<file path="config.mk">
export PLATFORM = sky130hd
export DESIGN_NAME = osf_channel_filter
export DESIGN_NICKNAME = d
export VERILOG_FILES = /design/src/rtl/osf_channel_filter.sv
export SDC_FILE = /design/constraint.sdc
export NUM_CORES = 1
export LEC_CHECK = 0
export BUFFER_PORTS_ARGS = -buffer_cell sky130_fd_sc_hd__buf_2
export CAP_MARGIN = 20
export CORE_UTILIZATION = 43
export CTS_BUF_LIST = sky130_fd_sc_hd__clkbuf_4 sky130_fd_sc_hd__clkbuf_8
export DETAILED_ROUTE_END_ITERATION = 8
export GPL_TIMING_DRIVEN = 0
export MAX_ROUTING_LAYER = met4
export PLACE_DENSITY_LB_ADDON = 0.12
export RECOVER_POWER = 50
export SETUP_SLACK_MARGIN = 0.2
export SLEW_MARGIN = 5
export SYNTH_ARGS = -nofsm -noshare
export SYNTH_HDL_FRONTEND = slang
export SYNTH_SLANG_ARGS = --single-unit
export TNS_END_PERCENT = 1
</file>
<file path="constraint.sdc">
create_clock -name clk_in -period 6.7 [get_ports clk_in]
set_clock_uncertainty 0.15 [all_clocks]
set_input_delay 0.335 -clock clk_in [delete_from_list [all_inputs] [get_ports clk_in]]
set_output_delay 0.335 -clock clk_in [all_outputs]
set_load 0.005 [all_outputs]
</file>
<file path="src/rtl/osf_channel_filter.sv">
// osf_channel_filter: one ADC channel's settling-delay gate followed by a
// 2^osm boxcar average that emits one decimated sample per block.
// Filter parameters are staged on the inputs and only take effect on a
// global update strobe when this channel's update enable is set.
module osf_channel_filter #(
   parameter int W_DIN   = 18,
   parameter int W_CD    = 16,
   parameter int W_OSM   = 6,
   parameter int OSM_MAX = 10
) (
   input  logic                    clk_in,
   input  logic                    reset_in,
   input  logic                    data_valid_in,
   input  logic signed [W_DIN-1:0] data_in,
   input  logic                    activate_in,
   input  logic [W_CD-1:0]         cycle_delay_in,
   input  logic [W_OSM-1:0]        osm_in,
   input  logic                    update_en_in,
   input  logic                    module_update_in,
   output logic                    data_valid_out,
   output logic signed [W_DIN-1:0] data_out
);

   // Accumulator is wide enough for 2^OSM_MAX full-scale samples, so it never wraps.
   localparam int W_ACC = W_DIN + OSM_MAX;
   localparam int W_CNT = OSM_MAX + 1;

   typedef enum logic [1:0] {IDLE, DELAY, ACCUM, DUMP} state_t;

   state_t                  state;
   state_t                  state_next;

   logic [W_CD-1:0]         cycle_delay;
   logic [W_OSM-1:0]        osm;
   logic [W_CD-1:0]         delay_cnt;
   logic [W_CNT-1:0]        sample_cnt;
   logic signed [W_ACC-1:0] acc;

   logic                    commit;
   logic                    clear;
   logic                    delay_inc;
   logic                    add_sample;
   logic                    dump;
   logic [W_OSM-1:0]        osm_clamped;
   logic [W_CNT-1:0]        sample_target;
   logic signed [W_DIN-1:0] average;

   assign commit        = module_update_in & update_en_in;
   assign osm_clamped   = (osm_in > W_OSM'(OSM_MAX)) ? W_OSM'(OSM_MAX) : osm_in;
   assign sample_target = W_CNT'(1) << osm;
   // Arithmetic shift floors toward minus infinity for negative sums.
   assign average       = W_DIN'(acc >>> osm);

   // State register.
   always_ff @(posedge clk_in or posedge reset_in) begin
      // NOTE: clocked state uses non-blocking assignments so every register
      // samples pre-edge values regardless of statement order.
      if (reset_in) state <= IDLE;
      else          state <= state_next;
   end

   // Next state and datapath control: commit beats deactivation beats normal flow.
   always_comb begin
      // NOTE: every signal gets a default first so no path can infer a latch.
      state_next = state;
      clear      = 1'b0;
      delay_inc  = 1'b0;
      add_sample = 1'b0;
      dump       = 1'b0;
      if (commit) begin
         // The sample arriving with the commit is dropped along with the partial sum.
         clear      = 1'b1;
         state_next = activate_in ? DELAY : IDLE;
      end else if (!activate_in) begin
         // Leaving mid-block discards the partial sum; no output is produced.
         clear      = 1'b1;
         state_next = IDLE;
      end else begin
         case (state)
            IDLE: begin
               clear      = 1'b1;
               state_next = DELAY;
            end
            DELAY: begin
               // Counts clock cycles, not samples; a zero delay still spends one cycle here.
               if (cycle_delay == '0 || delay_cnt == cycle_delay - W_CD'(1)) begin
                  clear      = 1'b1;
                  state_next = ACCUM;
               end else begin
                  delay_inc = 1'b1;
               end
            end
            ACCUM: begin
               if (data_valid_in) begin
                  add_sample = 1'b1;
                  if (sample_cnt + W_CNT'(1) == sample_target) state_next = DUMP;
               end
            end
            DUMP: begin
               dump       = 1'b1;
               clear      = 1'b1;
               state_next = DELAY;
            end
            default: state_next = IDLE;
         endcase
      end
   end

   // Committed parameters, accumulator, counters and registered output.
   always_ff @(posedge clk_in or posedge reset_in) begin
      if (reset_in) begin
         cycle_delay    <= '0;
         osm            <= '0;
         delay_cnt      <= '0;
         sample_cnt     <= '0;
         acc            <= '0;
         data_valid_out <= 1'b0;
         data_out       <= '0;
      end else begin
         if (commit) begin
            cycle_delay <= cycle_delay_in;
            osm         <= osm_clamped;
         end
         if (clear) begin
            acc        <= '0;
            sample_cnt <= '0;
            delay_cnt  <= '0;
         end else begin
            if (add_sample) begin
               acc        <= acc + W_ACC'(data_in);
               sample_cnt <= sample_cnt + W_CNT'(1);
            end
            if (delay_inc) delay_cnt <= delay_cnt + W_CD'(1);
         end
         // DUMP reads the accumulator before the same-edge clear takes effect.
         data_valid_out <= dump;
         if (dump) data_out <= average;
      end
   end

endmodule

</file>
-- Yosys cells after proc, flatten, opt, wreduce, memory -nomap -nowiden
Index checks and enable logic that the tools add are counted.
- $add $sub $neg: 4
- order comparisons: 1
- equality and inequality tests: 8
- shifts and indexed selects: 2
- muxes and demuxes: 29
- bitwise operators: 1
- reduce and logical (&&, ||, !) cells: 7
- operators with widths (kind ; count):
    $mux W28 ; 2
    $mux W16 ; 2
    $add A28 B18 Y28 ; 1
    $sshr A28 B6 Y18 ; 1
    $mux W11 ; 2
    $add A16 B1 Y16 const B ; 1
    $eq A16 B16 Y1 ; 1
    $logic_not A16 Y1 ; 1
    $sub A16 B1 Y16 const B ; 1
    $mux W1 ; 15
    $ne A4 B4 Y1 const B ; 3
    $add A11 B1 Y11 const B ; 1
    $eq A11 B11 Y1 ; 1
    $shl A1 B6 Y11 const A ; 1
    $mux W2 ; 5
    $gt A6 B4 Y1 const B ; 1
    $mux W6 ; 1
    $pmux W2 S3 ; 1
    $eq A2 B2 Y1 const B ; 2
    $reduce_bool A2 Y1 ; 2
    $reduce_and A3 Y1 ; 1
    $eq A2 B1 Y1 const B ; 1
    $logic_not A2 Y1 ; 1
    $pmux W1 S2 ; 1
    3 further kinds ; 3
- flip-flop bits (word level): 98
- bits of input ports: 46
- output and inout port bits: 19
- logic and storage cells: 60

-- Longest topological paths before layout
- word-level depth: 9
- mapped depth: 12
- depth with buffers taken out: 10

-- Worst setup path before layout
OpenSTA, ideal clock, no wires.
- path kind: register -> register
- from: register cycle_delay[2]
- to: register acc[2]
- arrival: 2733 ps
- data required time: 6409 ps
- setup slack: 3675 ps
- stages on the path, launching flop included: 12
- buffers on the path: 3
- cells stage by stage: dfrtp_1 > buf_6 > or4_1 > buf_4 > o21ai_0 > o31ai_1 > a211o_1 > or4_1 > o211a_2 > nor2_4 > buf_4 > a211oi_1
- longest elaborated chain between the ends: 8
- RTL lines (element ; line ; RTL):
    start: declaration ; 33 ; logic [W_CD-1:0] cycle_delay;
    start signal: assignment ; 121 ; cycle_delay <= cycle_delay_in;
    $sub A16 B1 Y16 ; 86 ; if (cycle_delay == '0 || delay_cnt == cycle_delay - W_CD'(1)) begin
    $eq A16 B16 Y1 ; 86 ;
    $logic_or A1 B1 Y1 * ; 86 ;
    $mux W1 * ; 86 ;
    $pmux W1 S2 * ; 79 ; case (state)
    $mux W1 * ; 74 ; end else if (!activate_in) begin
    $mux W1 * ; 70 ; if (commit) begin
    $mux W28 / $reduce_bool A2 Y1 (equally long branches) ; - ;
    end signal: assignment ; 130 ; acc <= acc + W_ACC'(data_in);
    end: declaration ; 37 ; logic signed [W_ACC-1:0] acc;
Mark *: on every way between the ends. The rest lies on a longest branch, timed or not.
A chain may end at the register's enable or synchronous reset.

-- Worst setup path in the final report
- from: register osm[0]
- to: register data_out[7]
- longest elaborated chain between the ends: 1
- RTL lines (element ; line ; RTL):
    start: declaration ; 34 ; logic [W_OSM-1:0] osm;
    start signal: assignment ; 122 ; osm <= osm_clamped;
    $sshr A28 B6 Y18 ; 52 ; assign average = W_DIN'(acc >>> osm);
    end signal: assignment ; 137 ; if (dump) data_out <= average;
    end: declaration ; 21 ; output logic signed [W_DIN-1:0] data_out
Every way passes these cells.

==> results.cfg <==
[placement]
place_ws_ns = 2.98
port_buffers = 64
place.detailed.hpwl_um = 16800
place.gp.congestion = 0.959

[sta]
final.setup.worst_slack_ns = 2.93
setup_tns_ns = 0
max_slew_margin = -0.0765
rsz0062_at_grt = no
min_period_ns = 3.77
tightest_slew_ns = 1.61
max_freq_mhz = 265
holdWs_ns = 0.0205
slew_violations = 35
hold_viol_final = 0
setup_viol = 0
period_share = 0.563

[yosys]
yosys-top-cells-area = dfrtp_1, nand2_1, ha_1
synth_ff_type = dfrtp_1
synthArstFlopShare = 1.00
netlist_area_um2 = 8020
yosysSeqAreaShare = 0.306
synth_warnings = 0
synth_top_area_frac = 0.306
synthCells = 950
synthesis.nets = 1033
synth_top_area_cell = dfrtp_1
synth.avg_cell_area_um2 = 8.44
synth_cell_type_count = 69
synth_edf_count = 0
ys_ff_latch = 98

[critical_path]
critical_path_buf_inv_count = 4
critPathMostFrequentCell = clkbuf_1
worstReg2RegStart = osm[0]
cp_data_arrival_time_ns = 3.89
cp_top_family = buffers and inverters
criticalPathCategory = flop to flop
start_kind = flop
worstPathCellList = clkbuf_1 > buf_1 > clkbuf_1 > clkbuf_1 > a21oi_1 > o21ai_0 > a2111oi_0 > a2111oi_0 > nor2_1
cp_max_fo = 10
required_ns = 6.82
cp_slowest_stage_delay_ns = 0.56
startpoint = osm[0]
endpoint_kind = flop
cp_slowest_cell = buf_1

[routing]
postRouteAntennaNets = 0
drcViolationCount = 10
vias = 7215
drt_iter0_markers = 439
viasPerCell = 5.72
wl_um = 21700
avgRoutedWirePerCell_um = 17.2
drtPass1Iterations = 8

[final_layout]
drive_gt1_frac = 0.141
final_cell_mix = nand2_1, dfrtp_1, a21oi_1
final_net_count = 1111
synthToLayoutAreaGrowth_pct = 10.6
final_common_cell = nand2_1
diodes = 0

[global_route]
grt_max_degree = 65
met1_usage = 0.310
grt_pass1_vias = 6925
groute.usage.overall = 0.242
grt_pass1_wl_um = 36000
grt_overflow = 0
top_usage_layer = met2
grt_use_met2 = 0.394
antenna_found_initial = 0
use_met3 = 0.0394

[power_and_ir_drop]
p_per_area_nw_per_um2 = 170
irDropWorstVdd_mv = 0.108
p_leak_nw = 3.82

[min_path]
worstHoldStart = cycle_delay_in[1]
hp-class = input pin to flop

[clock_tree]
clock_latency_ns = 0.39
cts_root_buf = clkbuf_8
clk_pin_slew_ns = 0.10
cts.sinks = 98
cts_tree = built
cts_inserted_buffers = 9
h-tree-depth = 3
ctsLongestPathBuffers = 2

[outcome]
violations = DRC, capacitance limit, slew limit
outcome = complete, but fails checks

[floorplan]
design.core.area_um2 = 18100
start_util = 0.443
die_y_um = 139
dieWidth_um = 139
row_count = 49
dieArea_um2 = 19200
ios = 65

[job]
drv_cap = 1
[kinds of logic (layout without fill, tap and decap cells)]
family | Yosys count | in the layout | share of synthesized area
xor gates and xnor gates | 57 | 57 | 0.0623
buffers and inverters | 80 | 163 | 0.0454
muxes | 75 | 75 | 0.117
AOI/OAI and AO/OA | 253 | 253 | 0.199
adders and majority gates | 37 | 37 | 0.0587
DFF | 98 | 98 | 0.306
and+or+nand+nor | 350 | 350 | 0.212
[synth_stat cells (all sizes together), types with 3 or more instances]
| cell | n |
|---|---|
| a2111oi | 4 |
| a211o | 4 |
| a211oi | 10 |
| a21o | 18 |
| a21oi | 89 |
| a31oi | 8 |
| and2 | 9 |
| and3 | 8 |
| buf | 15 |
| clkbuf | 42 |
| dfrtp | 98 |
| ha | 36 |
| inv | 22 |
| mux2 | 29 |
| mux2i | 34 |
| mux4 | 12 |
| nand2 | 135 |
| nand2b | 8 |
| nand3 | 32 |
| nand3b | 4 |
| nand4 | 9 |
| nor2 | 71 |
| nor2b | 7 |
| nor3 | 25 |
| nor3b | 4 |
| nor4 | 6 |
| o211ai | 9 |
| o21a | 8 |
| o21ai | 54 |
| o22ai | 4 |
| o31ai | 19 |
| or2 | 3 |
| or3 | 5 |
| or4 | 18 |
| xnor2 | 35 |
| xor2 | 22 |
[registers in the layout (all words and copies together), names as in the netlist]
| signal | count |
|---|---|
| acc | 28 |
| data_out | 18 |
| cycle_delay | 16 |
| delay_cnt | 16 |
| sample_cnt | 11 |
| osm | 6 |
| state | 2 |
| data_valid_out | 1 |
[where the power goes]
| group | total [mW] | leakage (nW) | internal (mW) | switching, mW |
|---|---|---|---|---|
| Clock | 0.402 | 0.0923 | 0.178 | 0.225 |
| Combinational | 0.427 | 2.41 | 0.171 | 0.256 |
| Sequential | 0.676 | 1.32 | 0.636 | 0.0394 |
[worst register-to-register path, cell delays in order (launching register included)]
cell	delay (ns)
dfrtp_1	0.34
clkbuf_1	0.31
buf_1	0.57
clkbuf_1	0.46
clkbuf_1	0.55
a21oi_1	0.25
o21ai_0	0.26
a2111oi_0	0.15
a2111oi_0	0.55
nor2_1	0.07
[final timing paths]
kind                             endpoint  slack (ns)  cells past startpoint
setup / recovery              data_out[7]        2.93                      9
hold / removal             cycle_delay[1]        0.02                      2
setup reg to reg              data_out[7]        2.93                      9
hold reg to reg              data_out[16]        0.32                      2
max in group asynchronous   sample_cnt[2]        4.76                      4
min in group asynchronous  data_valid_out        0.71                      3
[layer usage]
| layer | up-vias | wire (um) | share of wire |
|---|---|---|---|
| li1 | 3619 | - | - |
| met1 | 3419 | 10100 | 0.47 |
| met2 | 148 | 10300 | 0.48 |
| met3 | 29 | 842 | 0.039 |
| met4 | 0 | 422 | 0.019 |
| met5 | - | 0 | 0 |
[metrics by stage]
step / util / total power [mW] / instance area [um2] / cells
floorplan: - / 0.978 / 8020 / 950
global placement: 0.477 / 1.11 / 8620 / 1243
detailed placement: 0.478 / 1.12 / 8650 / 1244
global route: 0.490 / 1.60 / 8860 / 1262
CTS: 0.490 / 1.52 / 8860 / 1261
finish: 0.490 / 1.51 / 8860 / 1262
[timing repair]
action | in CTS | in global routing
setup buffers | 0 | 0
endpoints found under the hold margin | 34 | 1
hold buffers | 1 | 1
gates resized for setup | 0 | 0
[final cells by class]
type,count,area [um2]
tap,229,287
fill,1852,9220
clock buffer,10,131
clock inverter,6,66.3
sequential,98,2450
inverter,23,87.6
buffer,57,278
multi-input combinational,772,5200
timing repair buffer,67,362
Power figures use the tool's default switching activity.
